===== src/rtl/gcd_rr_arbiter.sv =====
// Round-robin arbiter sharing one gcd_ci custom-instruction unit between
// NUM_REQ requesters. Latches the winner's operands and sequences start/done on
// the unit. Returns the result, or an error response if the unit times out.
//
// Ports
//   clk, reset_n        clock, synchronous active-low reset
//   req                 per-requester request level
//   req_a, req_b        packed operands, requester i at [i*DATA_W +: DATA_W]
//   gnt                 one-hot requester currently being served
//   rsp_valid           one-cycle response pulse per requester
//   rsp_result, rsp_err response payload, valid with rsp_valid
//   busy                arbiter not idle
//   gcd_*               connection to the gcd_ci unit
module gcd_rr_arbiter #(
   parameter int unsigned NUM_REQ     = 4,
   parameter int unsigned DATA_W      = 32,
   parameter int unsigned TIMEOUT_CYC = 4096
) (
   input  logic                      clk,
   input  logic                      reset_n,
   input  logic [NUM_REQ-1:0]        req,
   input  logic [NUM_REQ*DATA_W-1:0] req_a,
   input  logic [NUM_REQ*DATA_W-1:0] req_b,
   output logic [NUM_REQ-1:0]        gnt,
   output logic [NUM_REQ-1:0]        rsp_valid,
   output logic [DATA_W-1:0]         rsp_result,
   output logic                      rsp_err,
   output logic                      busy,
   output logic                      gcd_clk_en,
   output logic                      gcd_reset,
   output logic                      gcd_start,
   output logic [DATA_W-1:0]         gcd_dataa,
   output logic [DATA_W-1:0]         gcd_datab,
   input  logic                      gcd_done,
   input  logic [DATA_W-1:0]         gcd_result
);

   localparam int unsigned PTR_W = (NUM_REQ > 1) ? $clog2(NUM_REQ) : 1;
   localparam int unsigned CNT_W = $clog2(TIMEOUT_CYC + 1);

   typedef enum logic [2:0] {
      S_IDLE,
      S_ISSUE,
      S_WAIT,
      S_FLUSH,
      S_RESP
   } state_t;

   state_t               r_state, w_nxt_state;
   logic [PTR_W-1:0]     r_ptr, w_nxt_ptr;
   logic [NUM_REQ-1:0]   r_gnt, w_nxt_gnt;
   logic [NUM_REQ-1:0]   r_rsp_valid, w_nxt_rsp_valid;
   logic [DATA_W-1:0]    r_rsp_result, w_nxt_rsp_result;
   logic                 r_rsp_err, w_nxt_rsp_err;
   logic                 r_busy, w_nxt_busy;
   logic                 r_start, w_nxt_start;
   logic                 r_flush, w_nxt_flush;
   logic [DATA_W-1:0]    r_dataa, w_nxt_dataa;
   logic [DATA_W-1:0]    r_datab, w_nxt_datab;
   logic [CNT_W-1:0]     r_cnt, w_nxt_cnt;
   logic                 r_done_q;

   logic                 w_found;
   logic [PTR_W-1:0]     w_win;
   logic [PTR_W-1:0]     w_idx;
   logic [NUM_REQ-1:0]   w_win_oh;
   logic [DATA_W-1:0]    w_op_a, w_op_b;
   logic                 w_done_rise;

   // Round-robin search: first active request starting just above the pointer.
   always_comb begin
      w_found = 1'b0;
      w_win   = r_ptr;
      w_idx   = '0;
      for (int unsigned k = 1; k <= NUM_REQ; k++) begin
         w_idx = PTR_W'((32'(r_ptr) + k) % NUM_REQ);
         if (!w_found && req[w_idx]) begin
            w_found = 1'b1;
            w_win   = w_idx;
         end
      end
   end

   assign w_win_oh    = NUM_REQ'(1) << w_win;
   assign w_op_a      = req_a[32'(w_win) * DATA_W +: DATA_W];
   assign w_op_b      = req_b[32'(w_win) * DATA_W +: DATA_W];
   // Only a fresh edge counts, so a done left high from a previous job is ignored.
   assign w_done_rise = gcd_done && !r_done_q;

   // Next-state and next-output logic.
   always_comb begin
      w_nxt_state      = r_state;
      w_nxt_ptr        = r_ptr;
      w_nxt_gnt        = r_gnt;
      w_nxt_rsp_valid  = '0;
      w_nxt_rsp_result = r_rsp_result;
      w_nxt_rsp_err    = 1'b0;
      w_nxt_start      = 1'b0;
      w_nxt_flush      = 1'b0;
      w_nxt_dataa      = r_dataa;
      w_nxt_datab      = r_datab;
      w_nxt_cnt        = r_cnt;

      case (r_state)
         S_IDLE: begin
            if (w_found) begin
               w_nxt_gnt   = w_win_oh;
               w_nxt_ptr   = w_win;
               w_nxt_dataa = w_op_a;
               w_nxt_datab = w_op_b;
               // gcd(x,0) = x and gcd(0,0) = 0: answer directly without the unit.
               if ((w_op_a == '0) || (w_op_b == '0)) begin
                  w_nxt_state      = S_RESP;
                  w_nxt_rsp_valid  = w_win_oh;
                  w_nxt_rsp_result = w_op_a | w_op_b;
               end else begin
                  w_nxt_state = S_ISSUE;
                  w_nxt_start = 1'b1;
               end
            end
         end
         S_ISSUE: begin
            w_nxt_cnt   = '0;
            w_nxt_state = S_WAIT;
         end
         S_WAIT: begin
            if (w_done_rise) begin
               w_nxt_state      = S_RESP;
               w_nxt_rsp_valid  = r_gnt;
               w_nxt_rsp_result = gcd_result;
            end else if (r_cnt == CNT_W'(TIMEOUT_CYC - 1)) begin
               w_nxt_state = S_FLUSH;
               w_nxt_flush = 1'b1;
               w_nxt_cnt   = '0;
            end else if (r_cnt != CNT_W'(TIMEOUT_CYC)) begin
               w_nxt_cnt = r_cnt + CNT_W'(1);
            end
         end
         S_FLUSH: begin
            // Counter reused to hold the unit in reset for two cycles.
            if (r_cnt == CNT_W'(1)) begin
               w_nxt_state      = S_RESP;
               w_nxt_rsp_valid  = r_gnt;
               w_nxt_rsp_err    = 1'b1;
               w_nxt_rsp_result = '0;
            end else begin
               w_nxt_flush = 1'b1;
               w_nxt_cnt   = r_cnt + CNT_W'(1);
            end
         end
         S_RESP: begin
            w_nxt_gnt   = '0;
            w_nxt_state = S_IDLE;
         end
         default: begin
            w_nxt_state = S_IDLE;
            w_nxt_gnt   = '0;
         end
      endcase

      w_nxt_busy = (w_nxt_state != S_IDLE);
   end

   // State and output registers; done history is tracked even during reset.
   always_ff @(posedge clk) begin
      r_done_q <= gcd_done;
      if (!reset_n) begin
         r_state      <= S_IDLE;
         r_ptr        <= PTR_W'(NUM_REQ - 1);
         r_gnt        <= '0;
         r_rsp_valid  <= '0;
         r_rsp_result <= '0;
         r_rsp_err    <= 1'b0;
         r_busy       <= 1'b0;
         r_start      <= 1'b0;
         r_flush      <= 1'b0;
         r_dataa      <= '0;
         r_datab      <= '0;
         r_cnt        <= '0;
      end else begin
         r_state      <= w_nxt_state;
         r_ptr        <= w_nxt_ptr;
         r_gnt        <= w_nxt_gnt;
         r_rsp_valid  <= w_nxt_rsp_valid;
         r_rsp_result <= w_nxt_rsp_result;
         r_rsp_err    <= w_nxt_rsp_err;
         r_busy       <= w_nxt_busy;
         r_start      <= w_nxt_start;
         r_flush      <= w_nxt_flush;
         r_dataa      <= w_nxt_dataa;
         r_datab      <= w_nxt_datab;
         r_cnt        <= w_nxt_cnt;
      end
   end

   assign gnt        = r_gnt;
   assign rsp_valid  = r_rsp_valid;
   assign rsp_result = r_rsp_result;
   assign rsp_err    = r_rsp_err;
   assign busy       = r_busy;
   assign gcd_clk_en = 1'b1;
   // Unit is held in reset while the arbiter is, and during a timeout flush.
   assign gcd_reset  = r_flush | ~reset_n;
   assign gcd_start  = r_start;
   assign gcd_dataa  = r_dataa;
   assign gcd_datab  = r_datab;

endmodule


===== config.mk =====
export PLATFORM = sky130hd
export DESIGN_NAME = gcd_rr_arbiter
export DESIGN_NICKNAME = d
export VERILOG_FILES = /design/src/rtl/gcd_rr_arbiter.sv
export SDC_FILE = /design/constraint.sdc
export NUM_CORES = 1
export LEC_CHECK = 0
export ABC_AREA = 1
export BUFFER_PORTS_ARGS = -buffer_cell sky130_fd_sc_hd__buf_2
export CORE_AREA = 2 2 155 157
export CTS_BUF_LIST = sky130_fd_sc_hd__clkbuf_4 sky130_fd_sc_hd__clkbuf_8
export DETAILED_ROUTE_END_ITERATION = 16
export DIE_AREA = 0 0 157 159
export PLACE_DENSITY_LB_ADDON = 0.15
export SLEW_MARGIN = 10
export SYNTH_ARGS = -nofsm -noshare
export SYNTH_HDL_FRONTEND = slang
export SYNTH_SLANG_ARGS = --single-unit

===== constraint.sdc =====
create_clock -name clk -period 9 [get_ports clk]
set_clock_uncertainty 0.15 [all_clocks]
set_input_delay 0.45 -clock clk [delete_from_list [all_inputs] [get_ports clk]]
set_output_delay 0.45 -clock clk [all_outputs]
set_load 0.01 [all_outputs]

Word-level counts from Yosys, hierarchy flattened
Index checks and enable logic that the tools add are counted.
{ "classes": {"addsub": 5, "n_lt_le_gt_ge": 4, "muxes": 45, "eq_ne": 13, "reduce_logical": 22, "div_mod_pow": 0, "n_mul": 0, "bitwise_logic": 4, "n_shift": 3} }
{ "ops": {"columns": ["cell", "count"], "rows": [
  ["128-bit by 8-bit indexed part select with 32-bit output", 2],
  ["32-bit two-way mux", 4],
  ["32-bit case mux with 3 select lines", 1],
  ["32-bit zero test", 2],
  ["13-bit two-way mux", 4],
  ["13-bit case mux with 3 select lines", 1],
  ["32-bit bitwise OR", 1],
  ["4-bit two-way mux", 5],
  ["3-bit two-way mux", 5],
  ["13-bit by 1-bit adder with 13-bit output (second input constant)", 1],
  ["13-bit by 1-bit equality test with 1-bit output (second input constant)", 1],
  ["13-bit by 12-bit equality test with 1-bit output (second input constant)", 1],
  ["1-bit two-way mux", 13],
  ["13-bit inequality test (second input constant)", 1],
  ["2-bit by 3-bit less-than comparator with 1-bit output (second input constant)", 4],
  ["2-bit inequality test (second input constant)", 6],
  ["3-bit case mux with 4 select lines", 1],
  ["4-bit case mux with 3 select lines", 1],
  ["3-bit nonzero test", 3],
  ["1-bit binary-select mux with 2-bit select", 4],
  ["2-bit two-way mux", 4],
  ["4-bit case mux with 2 select lines", 1],
  ["3-bit by 2-bit equality test with 1-bit output (second input constant)", 2],
  ["2-bit AND reduction", 3],
  ["other kinds (16)", 25]
]} }
{ "word_totals": {"ff_bits": 127, "output_inout_bits": 109, "wordCells": 109, "romBits": 0, "in_bits": 295, "ram_bits": 0, "latchBits": 0, "memories": 0} }

Depth between registers and ports, before layout
Gate-level depths: netlist of run 1.
{ "depth": {"ltp_word": 20, "ltp_mapped": 27, "ltp_nobuf": 23} }

Least setup slack after synthesis of run 1
No wires, ideal clock.
{ "synth_path": {"kind": "register -> register", "from": "register r_ptr[1]", "to": "register r_rsp_result[10] (netlist: rsp_result[10])", "setup_time_ps": 115, "stages_incl_launch_ff": 27, "period_less_slack_ps": 2817, "slack_ps": 6183, "arrival_ps": 2552, "t_required_ps": 8735, "cell_sequence": "dfxtp_1 -> buf_2 -> inv_2 -> nand2_1 -> nand2_1 -> nand2_1 -> nand2_1 -> inv_2 -> nand3_2 -> nand2_4 -> buf_6 -> buf_4 -> nand2_1 -> nand3_1 -> nand2_1 -> inv_1 -> nand2_1 -> nor2_1 -> nand2_1 -> nor2_1 -> nand2_1 -> nand3_2 -> buf_6 -> buf_6 -> nand3_1 -> nand2_1 -> nor2_1"} }
{ "synth_between": {"elab_chain_cells": 18, "word_cells_on_any_way": 38} }
{ "synth_rtl": {"columns": ["item", "line", "rtl"], "rows": [
  ["start: declaration", "50", "logic [PTR_W-1:0] r_ptr, w_nxt_ptr;"],
  ["start signal: assignment", "169", "r_ptr <= PTR_W'(NUM_REQ - 1);"],
  ["start signal: assignment", "182", "r_ptr <= w_nxt_ptr;"],
  ["2-bit by 1-bit adder with 2-bit output", "76", "w_idx = PTR_W'((32'(r_ptr) + k) % NUM_REQ);"],
  ["1-bit binary-select mux with 2-bit select", "77", "if (!w_found && req[w_idx]) begin"],
  ["1-bit two-way mux (not written as such)", "77", null],
  ["1-bit two-way mux", "77", null],
  ["1-bit zero test", "77", null],
  ["1-bit logical AND", "77", null],
  ["1-bit two-way mux", "77", null],
  ["1-bit zero test", "77", null],
  ["[... 2 more ...]", null, null],
  ["1-bit zero test", "77", null],
  ["1-bit logical AND", "77", null],
  ["2-bit two-way mux", "77", null],
  ["128-bit by 8-bit indexed part select with 32-bit output, on equally long branches", "85, 86", null],
  ["32-bit zero test or 32-bit bitwise OR (tied branches)", "112, 115", null],
  ["1-bit logical OR or 32-bit two-way mux (tied branches)", "112", "if ((w_op_a == '0) || (w_op_b == '0)) begin"],
  ["2-bit inequality test (no source line) or 32-bit two-way mux (tied branches)", null, null],
  ["5-bit AND reduction (no source line) or 32-bit case mux with 3 select lines (tied branches)", null, null],
  ["end signal: assignment", "185", "r_rsp_result <= w_nxt_rsp_result;"],
  ["end: declaration", "53", "logic [DATA_W-1:0] r_rsp_result, w_nxt_rsp_result;"]
]} }
Parallel ways exist; a longest one is shown, timed or not. The select of a mux whose other input is x is not followed.
A chain may end at the register's enable or synchronous reset.

Worst setup path in the final report of run 1
{ "layout_path": {"from": "register r_ptr[0]", "to": "register r_rsp_result[21] (netlist: rsp_result[21])"} }
The elaborated chain is that of the path after synthesis.

==> flow_summary.toml, run 1 <==
[status]
status = "finished clean"

[final_layout]
regArea_sq_mm = 0.00254
drive_gt1_frac = 0.261
design_area_sq_mm = 0.0115
final_util = 0.495
fill_cells = 2558
multiInputGateArea_sq_mm = 0.00472
final_cells = 2281
area_growth_pct = 27.2
fin_nets = 2242

[clock_network]
cts_sinks = 127
cts_tree = "built"
cts_resized = 0
cts_root_buf = "clkbuf_8"
cts_max_level = 4
insertion_delay_ps = 450
hold_buffers = 1
path_clk_slew_ps = 80
cts_made_buffers = 17
post_cts_buffers = 0
cts.path.max_buffers = 2

[synthesis]
yosys.area_share.adder = 0.00416
async_reset_ff_frac = 0
synth_simple_gate_area_frac = 0.382
synth_mux_area_frac = 0
syn_avg_cell_area_sq_um = 5.63
synth_compound_area_frac = 0.134
synthTopCellsByArea = "dfxtp_1, nand2_1, inv_1"
ys_seq_area_frac = 0.282
ys_types = 31
yosysWarnings = 0
syn-num-nets = 1902
ys_ff_latch = 127
synth_flop_cell = "dfxtp_1"
synth_top_family_by_area = "simple AND/OR/NAND/NOR gates"
synthXorXnorAreaFrac = 0
synth-edff-count = 0
synth_area_sq_mm = 0.00903
yosysTopAreaCellShare = 0.282
yosys.area.top_type = "dfxtp_1"
synth_cells = 1604

[pwr]
powerDensity_mw_per_mm2 = 491
ir_drop_v = 0.000279
p_leak_nw = 7.06
design_power_total_mw = 5.64

[worst_hold_path]
hp-class = "in2reg"
hold_end = "r_ptr[0]"
holdPathStages = 2
min_from = "reset_n"

[place]
place_hpwl_mm = 29.1
place.gp.congestion = 0.930
io_buffers = 402
dp_slack_ps = 3660
dp_cells = 2243
place_area_sq_mm = 0.0110

[routing]
vias = 11000
wl_per_cell_um = 16.4
drt_iter0_markers = 848
routed_wl_mm = 37.5
viasPerCell = 4.81
final_antenna_net_count = 0
drc = 0
drt_first_pass_iters = 5

[timing]
post-route-period-util = 0.612
setup_violations = 0
rsz0062_at_grt = "false"
relSlewSlack = 0.331
holdWs_ps = 121
post-route-min-period_ps = 5510
fin_tns_setup_ps = 0
drv_slew = 0
tightest_slew_ps = 997
fmax_mhz = 181
finalWorstSetupSlack_ps = 3490
hold_viol = 0

[worst_setup_path]
arrival_ps = 5700
critPathCaptureType = "flip-flop"
r2r-end = "rsp_result[21]"
worstReg2RegStart = "r_ptr[0]"
r2r_cells = 23
regToRegSetupSlack_ps = 3490
path_max_fanout = 81
worstPathRequired_ps = 9190
startpoint_type = "flip-flop"
worstSetupPathType = "reg2reg"

[floorplanning]
die_h_um = 159
rows = 56
core_area_sq_mm = 0.0232
io-pin-count = 404
dieArea_sq_mm = 0.0250
initial_core_util = 0.389
die_w_um = 157

[grt]
overflow = 0
grt_pass1_wl_mm = 57.0
antenna_found_initial = 4
first_global_vias = 10500
grt_max_degree = 104
grt_usage = 0.296

[flow_run]
max_cap_violations = 0
cell families (layout without fill, tap and decap cells):
family,count (synthesis),after routing
AO/OA/AOI/OAI,205,205
flip-flops,127,127
other,1,6
AND/OR/NAND/NOR,833,833
buffers and inverters,435,788
adder cells (fa/ha/maj),3,3
flip-flops by register name, indices dropped and copies added, names as in the netlist, 2 cells and up:
register    flops
gcd_datab      32
r_ptr           2
r_state         3
gcd_dataa      32
rsp_result     32
r_cnt          13
gnt             4
rsp_valid       4
cells in the final DEF, fill, tap and decap left out, drive strengths merged, types with 4 or more instances in the layout:
master    instances
o211ai           67
clkinvlp          4
diode             5
clkbuf           19
inv             342
nor2             89
o21ai            10
nand3b           20
clkinv            7
a21oi           120
nand3           157
nor3             11
dfxtp           127
nand2           550
buf             412
power by group:
| part | internal (mW) | total [mW] | switching, mW |
|---|---|---|---|
| clock | 0.284 | 0.528 | 0.243 |
| sequential | 0.754 | 0.858 | 0.104 |
| combinational | 1.20 | 4.26 | 3.06 |
| total | 2.24 | 5.64 | 3.40 |
worst max path at each step:
stage             start        endpoint  slack [ps]
3_5_place_dp   r_ptr[0]  rsp_result[18]        3660
3_3_place_gp   r_ptr[0]  rsp_result[18]        3740
2_1_floorplan  r_ptr[1]  rsp_result[10]        6180
5_1_grt        r_ptr[0]  rsp_result[28]        2970
6_report       r_ptr[0]  rsp_result[21]        3490
4_1_cts        r_ptr[0]  rsp_result[21]        3570
synth_stat cells, types with 2 or more instances:
library cell  number
a211oi_1           2
a21oi_1          120
buf_1              7
buf_2             25
buf_4              8
buf_6             12
clkbuf_1          40
clkinv_1           2
dfxtp_1          127
ha_1               3
inv_1            287
inv_2             54
nand2_1          547
nand2_2            2
nand3_1          155
nand3_2            2
nand3b_1          20
nand4_1            2
nor2_1            89
nor3_1            11
o211ai_1          67
o21a_1             3
o21ai_0            7
o21ai_1            3
o21bai_1           2
or2_2              2
worst max-delay path, cell delays in order, from the launching register on:
cell and delay, ps:
dfxtp_1 620, inv_2 180, nand2_1 110, nand2_1 80, nand2_1 120, nand2_1 130, inv_2 90, nand3_2 480
nand2_4 680, buf_4 710, nand2_1 100, nand3_1 190, nand2_1 110, inv_2 110, nand2_1 60, nor2_1 160
nand2_1 90, nor2_1 110, nand2_1 100, nand3_2 70, buf_4 510, nand3_1 180, nand2_1 110, nor2_1 50
layout make-up:
class,instances,area share
multi-input cells,1042,0.411
flip-flops and latches,127,0.221
repair buffers,413,0.183
inverters,343,0.112
well taps,319,0.0347
clock buffers,19,0.0222
clock inverters,13,0.0144
diodes,5,0.00109
layer usage:
layer  up-vias  GRT usage  part of all wire  routed length [um]
li1       5574          -                 -                   -
met4         0      0.116             0.036                1340
met2       437      0.506              0.48               17900
met1      4890      0.350              0.40               15200
met5         -          0                 0                   0
met3        78     0.0808             0.083                3100
Power figures use the tool's default switching activity.
==> run 2, diff against run 1 <==
clock period = 5.6 ns   (was 9 ns; I/O delays follow)
==> run 2 against run 1 <==
  * Via count increased by 0.86%
  * Setup slack got worse by 2500 ps
  * Maximum frequency is 18% higher
  * Cell area increased by 0.99%
  * Critical path depth is the same
  * Critical endpoint is now rsp_result[16]
==> flow_summary.toml, run 2 (synthesis results as in run 1) <==
[clock_network]
cts.path.max_buffers = 2
post_cts_buffers = 0
insertion_delay_ps = 440
path_clk_slew_ps = 80
cts_made_buffers = 17
cts_root_buf = "clkbuf_8"
cts_tree = "built"
cts_sinks = 127
cts_max_level = 4

[floorplanning]
core_area_sq_mm = 0.0232
io-pin-count = 404
die_w_um = 157
die_h_um = 159
rows = 56
dieArea_sq_mm = 0.0250
initial_core_util = 0.389

[status]
status = "finished clean"

[grt]
grt_max_degree = 83
overflow = 0
grt_usage = 0.300
first_global_vias = 10700
antenna_found_initial = 12
grt_pass1_wl_mm = 57.7

[routing]
wl_per_cell_um = 16.6
final_antenna_net_count = 0
drt_iter0_markers = 791
drc = 0
drt_first_pass_iters = 7
routed_wl_mm = 38.0
viasPerCell = 4.83
vias = 11100

[final_layout]
multiInputGateArea_sq_mm = 0.00472
final_cells = 2293
fill_cells = 2569
final_cell_mix = "nand2_1, buf_2, inv_1, nand3_1, dfxtp_1"
drive_gt1_frac = 0.262
area_growth_pct = 28.5
regArea_sq_mm = 0.00254
fin_nets = 2248
design_area_sq_mm = 0.0116
final_common_cell = "nand2_1"

[place]
dp_cells = 2249
place_area_sq_mm = 0.0112
place.gp.congestion = 0.980
io_buffers = 402
place_hpwl_mm = 30.1

[timing]
post-route-min-period_ps = 4650
tightest_slew_ps = 807
hold_viol = 0
fmax_mhz = 215
post-route-period-util = 0.831
relSlewSlack = 0.462
rsz0062_at_grt = "false"
setup_violations = 0
fin_tns_setup_ps = 0
drv_slew = 0

[pwr]
p_leak_nw = 7.13
powerDensity_mw_per_mm2 = 798
ir_drop_v = 0.000402

[worst_hold_path]
hp-class = "in2reg"

[worst_setup_path]
path_max_fanout = 66
critPathCaptureType = "flip-flop"
worstSetupPathType = "reg2reg"
arrival_ps = 4830
startpoint_type = "flip-flop"
worstPathRequired_ps = 5780

[flow_run]
max_cap_violations = 0
## run 2: changes by cell type in the layout (fill, tap and decap cells not counted), sizes merged
cell / delta
buf: +6
clkbuf: +5
clkinv: -2
clkinvlp: -4
diode: +7
## run 2: power by group
part	internal [mW]	switching, mW	leakage, nW
sequential	1.21	0.184	1.05
combinational	2.05	4.96	5.86
clock	0.484	0.364	0.218
total	3.75	5.51	7.13
## run 2: path summary, 6_finish.rpt
| kind | from | to | slack [ps] | depth (start not counted) |
|---|---|---|---|---|
| worst max-delay path | r_ptr[0] | rsp_result[16] | 950 | 23 |
| worst max register to register | r_ptr[0] | rsp_result[16] | 950 | 23 |
| worst min-delay path | gcd_result[27] | rsp_result[27] | 30 | 5 |
| worst min register to register | rsp_result[24] | rsp_result[24] | 330 | 2 |
## run 2: area by class of cell
type,instances,share of cell area
well taps,319,0.0344
repair buffers,419,0.190
clock buffers,24,0.0258
clock inverters,7,0.00949
diodes,12,0.00259
inverters,343,0.111
flip-flops and latches,127,0.219
multi-input cells,1042,0.407
## run 2: what timing repair did
action                                 CTS  global route
endpoints found under the hold margin    1             0
gates resized for setup                  0             0
hold buffers                             1             0
## run 2: worst max-delay path, cell delays in order, from the launching register on
cell     delay (ps)
dfxtp_1         610
inv_2           180
nand2_1         100
nand2_1          90
nand2_1         130
nand2_1         130
nor2_1          150
nand3_1         120
nand2_2         530
buf_12          350
nand2_1          80
nand3_1          90
nand2_1         110
inv_2           100
nand2_1          60
nor2_1          220
nand2_1          80
nor2_1          110
nand2_1         100
nand3_2         430
buf_4           320
nand3_1         100
nand2_1          90
nor2_1           50
## run 2: metal layers
metal | up-vias | GRT usage | part of all wire
met5 | - | 0 | 0
met1 | 4936 | 0.352 | 0.40
met2 | 452 | 0.505 | 0.48
met4 | 0 | 0.150 | 0.043
met3 | 88 | 0.0743 | 0.079
li1 | 5597 | - | -
## run 2: metrics by stage
stage	hold slack [ps]	util	setup slack [ps]	total power, mW
after floorplan	158	-	2780	6.19
after global placement	259	0.481	1150	8.38
after detailed placement	262	0.481	1050	8.39
after CTS	15.2	0.499	1030	9.27
after global routing	60.6	0.500	441	10.1
final	27.5	0.500	946	9.26
==> run 3, diff against run 2 <==
ABC_AREA = 0   (was 1)
CORE_AREA = 2 2 159 161   (was 2 2 155 157)
DIE_AREA = 0 0 161 163   (was 0 0 157 159)
clock period = 3.9 ns   (was 5.6 ns; I/O delays follow)
==> run 3 against run 2 <==
  * Highest routed layer unchanged
  * Largest power group unchanged
  * Count of clock-buffer cells in the layout shrank 6
  * Sequential share of layout area grew 1.1 points
  * Utilization shrank 5.3 points
  * Via count shrank 7.1%
  * Critical path type unchanged
  * First-iteration DRC count shrank 13%
  * Worst hold slack gained 2.8 ps
  * Cell area shrank 4.8%
  * Register-to-register slack lost 730 ps
  * Synthesized area shrank 9.1%
  * Combinational power shrank 61%
  * Sequential cell count is the same
==> flow_summary.toml, run 3 <==
[pwr]
powerDensity_mw_per_mm2 = 504
intPower_mw = 3.05
pwr-share-clk = 0.211
power_switching_mw = 2.51
ir_drop_v = 0.000216
p_leak_nw = 5.35
p_seq_frac = 0.294
p_sw_frac = 0.451
p_comb_frac = 0.494

[clock_network]
cts.path.max_buffers = 2
cts_sinks = 127
cts_max_level = 4
cts_made_buffers = 17
insertion_delay_ps = 460
cts_tree = "built"
path_clk_slew_ps = 80
cts_root_buf = "clkbuf_8"

[final_layout]
fill_cells = 2651
final_cell_mix = "buf_2, nand2_1, dfxtp_1, nor2_1, o21ai_0"
fin_nets = 1877
area_growth_pct = 34.5
final_common_cell = "buf_2"
drive_gt1_frac = 0.317
final_util = 0.448

[grt]
overflow = 0
antenna_found_initial = 3
grt_usage = 0.295
first_global_vias = 9558
grt_pass1_wl_mm = 57.6
grt_max_degree = 93

[worst_setup_path]
r2r_cells = 13
arrival_ps = 3850
critPathCaptureType = "flip-flop"
worstSetupPathType = "reg2reg"
startpoint_type = "flip-flop"
cp_slowest_cell = "or4_4"
critPathMostFrequentCell = "buf_12"
crit_start = "r_ptr[0]"
crit_path_max_incr_delay_ps = 500
regToRegSetupSlack_ps = 220
r2r-end = "rsp_result[5]"
path_max_fanout = 33
worstPathCellList = "nand2b_1 -> a21oi_1 -> a221oi_4 -> buf_12 -> buf_4 -> a211oi_1 -> a31oi_1 -> or4_4 -> nor4_4 -> nor2_2 -> o31a_2 -> buf_12 -> mux2i_1"
worstReg2RegStart = "r_ptr[0]"
worstPathRequired_ps = 4060

[flow_run]
max_cap_violations = 0

[floorplanning]
die_h_um = 163
io-pin-count = 404
die_w_um = 161
initial_core_util = 0.333
dieArea_sq_mm = 0.0262
rows = 58
core_area_sq_mm = 0.0247

[place]
place_hpwl_mm = 32.8
io_buffers = 402
place.gp.congestion = 0.951

[timing]
tightest_slew_ps = 1120
relSlewSlack = 0.253
post-route-period-util = 0.945
rsz0062_at_grt = "false"
drv_slew = 0
setup_violations = 0
fin_tns_setup_ps = 0
fmax_mhz = 271
post-route-min-period_ps = 3680
hold_viol = 0

[synthesis]
ys_ff_latch = 127
ys_types = 60
synth_commonest_cells = "nand2_1, dfxtp_1, nor2_1"
synth_flop_cell = "dfxtp_1"
synth_cells = 1211
synthMostInstantiatedCell = "nand2_1"
syn_avg_cell_area_sq_um = 6.78
syn-num-nets = 1509
synth-edff-count = 0
yosys.area.top_type = "dfxtp_1"
yosysWarnings = 0
async_reset_ff_frac = 0
yosysTopAreaCellShare = 0.310
ys_seq_area_frac = 0.310
synth_area_sq_mm = 0.00821
synthTopCellsByArea = "dfxtp_1, nand2_1, o21ai_0"

[routing]
wl_per_cell_um = 21.1
routed_wl_mm = 40.6
vias = 10300
final_antenna_net_count = 0
drc = 0
viasPerCell = 5.35
drt_first_pass_iters = 5
drt_iter0_markers = 691

[status]
status = "finished clean"

[worst_hold_path]
hp-class = "in2reg"
min_from = "gcd_result[0]"
holdPathStages = 5
hold_end = "rsp_result[0]"
[run 3: cell types whose count changed after synthesis, sizes merged, moves of 49 or more]
cell / before / now
o211ai: 67 / 3
inv: 341 / 8
and2: 0 / 49
nand3: 157 / 73
o21ai: 10 / 100
nand2: 550 / 298
a21oi: 120 / 50
[run 3: worst max-delay path by stage]
| stage | cells after the start | to | slack (ps) |
|---|---|---|---|
| final | 13 | rsp_result[5] | 220 |
| after global routing | 13 | rsp_result[14] | 6 |
| after CTS | 11 | rsp_result[5] | 70 |
| after floorplan | 13 | rsp_result[10] | 780 |
| after global placement | 11 | rsp_result[29] | 170 |
| after detailed placement | 11 | rsp_result[29] | 70 |
[run 3: per-layer routing]
metal  vias up  routed length, um  track usage
met4         0                960       0.0864
met3        53               2690       0.0451
met1      4802              17700        0.386
li1       4953                  -            -
met5         -                  0            0
met2       484              19200        0.503
[run 3: power groups by stage]
stage / clock (mW) / combinational, mW / sequential (mW)
CTS: 1.20 / 2.69 / 1.63
global route: 1.26 / 2.98 / 1.66
finish: 1.18 / 2.75 / 1.64
floorplan: 0 / 1.46 / 1.72
global placement: 0 / 2.67 / 1.66
detailed placement: 0 / 2.69 / 1.66
[run 3: layout make-up]
cell class	instances	area (sq um)	area share
repair buffers	447	2410	0.218
flip-flops and latches	127	2540	0.230
clock inverters	14	155	0.0140
multi-input cells	978	5250	0.475
diodes	3	7.51	0.000680
clock buffers	18	241	0.0219
inverters	8	30.0	0.00272
well taps	330	413	0.0374
[run 3: stage by stage]
stage	cells	setup slack, ps	hold slack (ps)	cell area, sq um	power, mW
floorplan	1211	784	72.7	8210	3.18
global placement	1885	171	169	10600	4.33
detailed placement	1885	73.8	173	10600	4.35
CTS	1919	70.2	2.73	11000	5.53
global route	1925	6.14	48.6	11000	5.89
finish	1925	215	30.2	11000	5.56
[run 3: cell families after synthesis]
| kind of cell | count (synthesis) | synth area share |
|---|---|---|
| AOI/OAI and AO/OA | 263 | 0.198 |
| xor gates and xnor gates | 12 | 0.0128 |
| adders and majority gates | 3 | 0.00457 |
| buffers and inverters | 106 | 0.0567 |
| DFF | 127 | 0.310 |
| muxes | 41 | 0.0501 |
| other | 1 | 0.000457 |
| and+or+nand+nor | 658 | 0.368 |
[run 3: timing repair]
item,4_1_cts,5_1_grt
resized for setup,0,2
setup endpoints to repair,0,33
hold buffers,2,0
setup buffers,0,3
hold endpoints to repair,2,0
[run 3: critical path: cells and delay by family, from the launching register on]
| kind | cells | cell delay, ps |
|---|---|---|
| compound gates | 5 | 1020 |
| buf+inv | 3 | 560 |
| simple gates | 4 | 1290 |
| flops | 1 | 380 |
| mux | 1 | 140 |
